===== config.mk =====
export PLATFORM = sky130hd
export DESIGN_NAME = debounce
export DESIGN_NICKNAME = d
export VERILOG_FILES = /design/src/rtl/debounce_pkg.sv /design/src/rtl/sync_2ff.sv /design/src/rtl/debounce.sv
export SDC_FILE = /design/constraint.sdc
export NUM_CORES = 1
export LEC_CHECK = 0
export ABC_AREA = 0
export ABC_CLOCK_PERIOD_IN_PS = 1100
export BUFFER_PORTS_ARGS = -buffer_cell sky130_fd_sc_hd__buf_2
export CORE_AREA = 4 4 41 43
export DETAILED_ROUTE_END_ITERATION = 12
export DIE_AREA = 0 0 45 47
export GPL_TIMING_DRIVEN = 0
export HOLD_SLACK_MARGIN = 0.02
export PLACE_DENSITY_LB_ADDON = 0.05
export SYNTH_ARGS = -nofsm -noshare
export SYNTH_HDL_FRONTEND = slang
export SYNTH_HIERARCHICAL = 1
export SYNTH_SLANG_ARGS = --single-unit
export TNS_END_PERCENT = 20

===== constraint.sdc =====
create_clock -name clk -period 1.1 [get_ports clk]
set_input_delay 0.11 -clock clk [delete_from_list [all_inputs] [get_ports clk]]
set_output_delay 0.11 -clock clk [all_outputs]
set_load 0.01 [all_outputs]

===== src/rtl/debounce_pkg.sv =====
// Shared constants and helpers for the push-button debouncer.
package debounce_pkg;

  localparam int DEBOUNCE_STABLE_CYCLES_DEFAULT = 3;

  // Bits needed to hold the values 0..n-1, never less than one.
  function automatic int cnt_width(input int n);
    int w;
    w = 1;
    for (int i = 0; i < 31; i++) begin
      if ((1 << i) < n) w = i + 1;
    end
    return w;
  endfunction

endpackage


===== src/rtl/sync_2ff.sv =====
// Two-flop level synchroniser, async active-low reset to 0.
module sync_2ff (
  input  logic clk,
  input  logic rst_n,
  input  logic d,
  output logic q
);

  logic sync1_q, sync1_d;
  logic sync2_q, sync2_d;

  always_comb begin
    sync1_d = d;
    sync2_d = sync1_q;
  end

  always_ff @(posedge clk or negedge rst_n) begin
    if (!rst_n) begin
      sync1_q <= 1'b0;
      sync2_q <= 1'b0;
    end else begin
      sync1_q <= sync1_d;
      sync2_q <= sync2_d;
    end
  end

  assign q = sync2_q;

endmodule


===== src/rtl/debounce.sv =====
// Push-button debouncer: synchronise, qualify for STABLE_CYCLES,
// then update the clean level with one-cycle edge strobes.
module debounce
  import debounce_pkg::*;
#(
  parameter int STABLE_CYCLES = DEBOUNCE_STABLE_CYCLES_DEFAULT,
  parameter int CNT_W = cnt_width(STABLE_CYCLES + 1)
) (
  input  logic clk,
  input  logic rst_n,
  input  logic btn,
  output logic btn_clean,
  output logic btn_rise,
  output logic btn_fall
);

  localparam logic [CNT_W-1:0] CNT_MAX = CNT_W'(STABLE_CYCLES - 1);

  logic             btn_sync;
  logic [CNT_W-1:0] cnt_q, cnt_d;
  logic             clean_q, clean_d;
  logic             rise_q, rise_d;
  logic             fall_q, fall_d;

  sync_2ff u_sync (
    .clk   (clk),
    .rst_n (rst_n),
    .d     (btn),
    .q     (btn_sync)
  );

  // Any agreement with the current level restarts qualification.
  always_comb begin
    cnt_d   = '0;
    clean_d = clean_q;
    rise_d  = 1'b0;
    fall_d  = 1'b0;
    if (btn_sync != clean_q) begin
      if (cnt_q == CNT_MAX) begin
        clean_d = btn_sync;
        rise_d  = btn_sync;
        fall_d  = ~btn_sync;
      end else begin
        cnt_d = cnt_q + CNT_W'(1);
      end
    end
  end

  always_ff @(posedge clk or negedge rst_n) begin
    if (!rst_n) begin
      cnt_q   <= '0;
      clean_q <= 1'b0;
      rise_q  <= 1'b0;
      fall_q  <= 1'b0;
    end else begin
      cnt_q   <= cnt_d;
      clean_q <= clean_d;
      rise_q  <= rise_d;
      fall_q  <= fall_d;
    end
  end

  assign btn_clean = clean_q;
  assign btn_rise  = rise_q;
  assign btn_fall  = fall_q;

endmodule


==> results of run 1 <==
cell families after synthesis:
kind of cell / synth area share
muxes: 0.06248
and+or+nand+nor: 0.1718
DFF: 0.7292
xor gates and xnor gates: 0.03646
stage by stage:
step | hold WS, ps | worst slack [ps] | util
after detailed placement | -47.66 | 159.8 | 0.2183
final | 237.0 | 151.8 | 0.2538
after CTS | 240.8 | 145.8 | 0.2538
after floorplan | -185.6 | 187.5 | -
after global routing | 258.8 | 131.5 | 0.2538
after global placement | -47.64 | 157.3 | 0.2183
final cells by class:
type                       instances  area [µm²]  area share
clock buffer                       4       26.28     0.07955
multi-input combinational          7       65.06      0.1970
sequential                         7       175.2      0.5303
tap                               15       18.77     0.05682
timing repair buffer               7       45.04      0.1364
state kept, by name, indices dropped and copies added, names as in the netlist:
register	cells
u_sync/sync1_q	1
u_sync/q	1
btn_clean	1
btn_fall	1
btn_rise	1
cnt_q	2
worst paths after layout:
| kind | endpoint | slack [ps] | cells past startpoint |
|---|---|---|---|
| setup / recovery | btn_clean$_DFFE_PN0P_ | 150 | 2 |
| setup reg to reg | btn_clean$_DFFE_PN0P_ | 150 | 2 |
| min in group clk | u_sync/q$_DFF_PN0_ | 350 | 0 |
| hold reg to reg | u_sync/q$_DFF_PN0_ | 350 | 0 |
| max in group asynchronous | u_sync/sync1_q$_DFF_PN0_ | 710 | 2 |
| hold / removal | btn_rise$_DFF_PN0_ | 240 | 2 |
worst max-delay path, stage by stage, from the launching register on:
cell	delay [ps]
dfrtp_1	380
nand2b_4	160
mux2_4	300
what timing repair did:
action / CTS / global route
buffers inserted: 0 / 0
endpoints found under the hold margin: 8 / 0
hold buffers: 2 / 0
metal layers:
metal,GRT usage,routed length (µm),vias to the layer above
met4,0.05263,0,0
met3,0.04981,50,0
li1,-,-,69
met2,0.07062,163,6
met1,0.04206,167,67
met5,0,0,-
power by group:
| group | leakage (µW) | switching [µW] | internal [µW] |
|---|---|---|---|
| clock network | 0.0000150 | 83.6 | 138 |
| registers | 0.0000890 | 55.7 | 319 |
| logic | 0.0000527 | 73.2 | 117 |
synth_stat cells, drive strengths merged:
cell	number	area [µm²]
mux2	1	15.01
xnor2	1	8.760
dfrtp	7	175.2
nor3b	3	22.52
nor3	1	5.000
nand2b	1	13.76
cells in the final DEF (no fill, tap or decap), drive strengths merged:
cell type / count
xnor2: 1
buf: 5
nor3b: 3
dlygate4sd3: 2
nor3: 1
nand2b: 1
dfrtp: 7
mux2: 1
clkbuf: 4
==> metrics.txt, run 1 <==
Post-Synthesis Cells 14; Clock Path Buffers 2; wire per inst 9.500 µm; leakage power 0.0001567 µW; Worst slew margin 0.8672; Mapped Area 240.2 µm²; ant diodes 0; Tcrit/Tclk final 0.8620; CP Max Fanout 3; first-pass GRT wire length 669 µm; 1st-iter DRT viols 4; clk_lat worst skew 240 ps; CP arrival 1070 ps; Max Cap Viol 0; initial antenna violation count 0; synth unique cells 6; CTS Root Cell clkbuf_4; sequential area share after synthesis 0.7292; total CTS buffers 3; # H-tree levels 1; layout cell share with drive strength beyond 1 0.4000; final non-filler cell total 40; Port Buffers 5; Critical Path RT 1220 ps; Num Clock Sinks 7; placed insts 34; Routed Antenna Nets 0; final instance area 330.3 µm²; PwrDens 2380 nW/µm²; grt ovf 0; IO Pins 6; DP Area 284.0 µm²; RR Startpoint cnt_q[0]$_DFF_PN0_; GPL Wtd Cong 0.5749; Min-Delay Path Class input port to asynchronous set/reset pin; 1st-pass router iterations 2; kind of end point of the critical path flop; gr usage total 0.05183; vias 142; Pwr Total 786.2 µW; unrepaired setup endpoints after global routing no; total routed wirelength 380 µm; Startpoint Class flop; Seq cells post-synth 7; Die Y 47 µm; worst vdd ir 880.7 µV; Max Fclk 1055 MHz; status finished clean; crit path time final 948.2 ps; Setup TNS 0 ps; critical path class flop to flop; crit path from cnt_q[0]$_DFF_PN0_; Final Hold Viols 0; largest net degree at the start of global routing 8; DRC viols 0; Site Rows 13; Syn-to-layout area delta 37.50%; Layout Skew 0.8019 ps; clock-pin slew on the worst setup and hold paths 50 ps; yosys warns 6; nets 29; Tightest Pin Transition 197.7 ps; Synth Net Count 17; vias in the first global route 173; initial cell density of the core 0.1846; # fillers 149; post-cts repair resize count 0; CORE AREA 1301 µm²; die area 2115 µm²; Syn Area/Cell 17.16 µm²; endpoints failing setup 0; vias per cell 3.550; DIE WIDTH 45 µm; CTS tree built; Final Slew Violations 0
Note: power is estimated with default switching activity, not from simulation.
==> inputs of run 2 (changes only) <==
Settings changed: ABC_AREA 0 to 1, CORE_AREA 4 4 41 43 to 5 5 42 44, DIE_AREA 0 0 45 47 to 0 0 47 49.
==> run 2 against run 1 <==
  * Clock power grew 6%
  * Core utilization decreased by 1.7 points
  * Setup slack better by 37 ps
  * Cell area is 0.38% higher
  * Flip-flop and latch count stayed put
  * Critical path type is now flop to output pin
  * Critical endpoint is now btn_clean
==> metrics.txt, run 2 <==
status finished clean; Final Hold Viols 0; total CTS buffers 3; initial cell density of the core 0.1714; Num Clock Sinks 7; fraction of synthesized area in multiplexers 0; Die Y 49 µm; post-synth top area share 0.7292; Max Cap Viol 0; dominant synthesized flop cell dfrtp_1; most frequent cells in the layout dfrtp_1 (7), buf_2 (5), inv_1 (4), nand2_1 (4), clkbuf_4 (3); most common cell after layout, fill and taps aside dfrtp_1; Biggest register cnt_q; CORE AREA 1401 µm²; PwrDens 2238 nW/µm²; EDFF count, synth 0; max FFs per register 2; Post-Synth Adder-Cell Area 0; first-pass GRT wire length 621 µm; Startpoint Class flop; CTS Hold Bufs 2; crit path to btn_clean; 1st-iter DRT viols 1; IO Pins 6; largest family of logic cells by synthesized area simple AND/OR/NAND/NOR gates; layout cell share with drive strength beyond 1 0.3030; Seq cells post-synth 7; Crit path depth 1; RR Startpoint cnt_q[0]$_DFF_PN0_; clock-pin slew on the worst setup and hold paths 60 ps; asr flop ratio synth 1.000; R2R cell count 4; Post-Synthesis Cells 22; initial antenna violation count 0; yosys warns 6; Site Rows 14; Top delay family on crit path flip-flops; DIE WIDTH 47 µm; most numerous cell in the Yosys netlist dfrtp_1; vias in the first global route 147; Synth area leader dfrtp_1; 1st-pass router iterations 2; CP Max Fanout 4; crit path time final 911.0 ps; Syn Area/Cell 10.92 µm²; critical path class flop to output pin; worst vdd ir 523.2 µV; Final Slew Violations 0; # H-tree levels 1; Mapped Area 240.2 µm²; setup ws final 189.0 ps; vias per cell 3.449; CTS tree built; Critical Path RT 990 ps; clk_lat worst skew 250 ps; top post-synthesis cells by count dfrtp_1 (7), inv_1 (4), nand2_1 (4); CP peak stage delay 410 ps; CP arrival 800 ps; r2r setup slk 340 ps; r2r endpoint btn_clean$_DFFE_PN0P_; Port Buffers 5; Post-DP HPWL 308.1 µm; CTS Root Cell clkbuf_4; grt ovf 0; Tightest Pin Transition 174.4 ps; wire per inst 8.469 µm; endpoints failing setup 0; pre-CTS WS 331.5 ps; post-cts repair resize count 0; DRC viols 0; Clock Path Buffers 2; Max Fclk 1098 MHz; vias 169; post-synthesis xor/xnor area fraction 0; Routed Antenna Nets 0; largest net degree at the start of global routing 8; post-synthesis compound-gate area fraction 0.06250; Syn-to-layout area delta 38.02%; Crit path buffers/inverters 1; gr usage total 0.03969; die area 2303 µm²; ant diodes 0; nets 37; Synth Net Count 25; Tcrit/Tclk final 0.8281; sequential area share after synthesis 0.7292; crit path from btn_clean$_DFFE_PN0P_; crit path cell chain buf_2; kind of end point of the critical path output pin; post-synthesis simple-gate area fraction 0.1458; unrepaired setup endpoints after global routing no; GPL Wtd Cong 0.6054; Post-CTS Setup Inserts 0; Min-Delay Path Class input port to asynchronous set/reset pin; top cells by area, synth dfrtp_1 (73%), inv_1 (6.3%), nand2_1 (6.3%); total routed wirelength 415 µm; # fillers 159; Setup TNS 0 ps; synth unique cells 7; Layout Skew 6.217 ps; leakage power 0.0001730 µW; slowest CP cell dfrtp_1; Worst slew margin 0.8837
[run 2: worst min-delay path by stage]
stage                     depth (start not counted)  startpoint                    end  slack [ps]
after floorplan                                   0       rst_n  btn_clean$_DFFE_PN0P_        -190
after global placement                            1       rst_n     btn_fall$_DFF_PN0_         -50
after detailed placement                          1       rst_n     btn_rise$_DFF_PN0_         -40
after CTS                                         2       rst_n     btn_rise$_DFF_PN0_         230
after global routing                              2       rst_n     btn_fall$_DFF_PN0_         250
final                                             2       rst_n     btn_fall$_DFF_PN0_         230
[run 2: kinds of logic after synthesis]
family                 after synthesis
AND/OR/NAND/NOR                      8
flip-flops                           7
buffers and inverters                4
AO/OA/AOI/OAI                        3
[run 2: routing by layer]
metal | part of all wire | track usage | up-vias
met3 | 0.11 | 0.02214 | 0
met4 | 0 | 0.02765 | 0
met2 | 0.39 | 0.04299 | 5
met5 | 0 | 0 | -
met1 | 0.49 | 0.05605 | 77
li1 | - | - | 87
[run 2: power by group]
group / total, µW / switching (µW) / internal (µW)
sequential: 346 / 34.5 / 312
clock: 235 / 96.0 / 139
combinational: 161 / 96.0 / 65.0
[run 2: area by class of cell]
cell class,count,area (µm²),area share
well taps,16,20.02,0.06038
multi-input cells,11,50.05,0.1509
clock buffers,4,26.28,0.07925
inverters,4,15.01,0.04528
flip-flops and latches,7,175.2,0.5283
repair buffers,7,45.04,0.1358
[run 2: through the flow]
stage                     instance area [µm²]  hold WS, ps  utilization  total power (µW)  instances
after floorplan                         240.2       -185.6            -             456.9         22
after CTS                               331.6        233.9       0.2366             753.5         49
after global placement                  285.3       -47.35       0.2036             507.8         43
final                                   331.6        226.8       0.2366             742.0         49
after global routing                    331.6        247.5       0.2366             793.2         49
after detailed placement                285.3       -44.72       0.2036             512.9         43
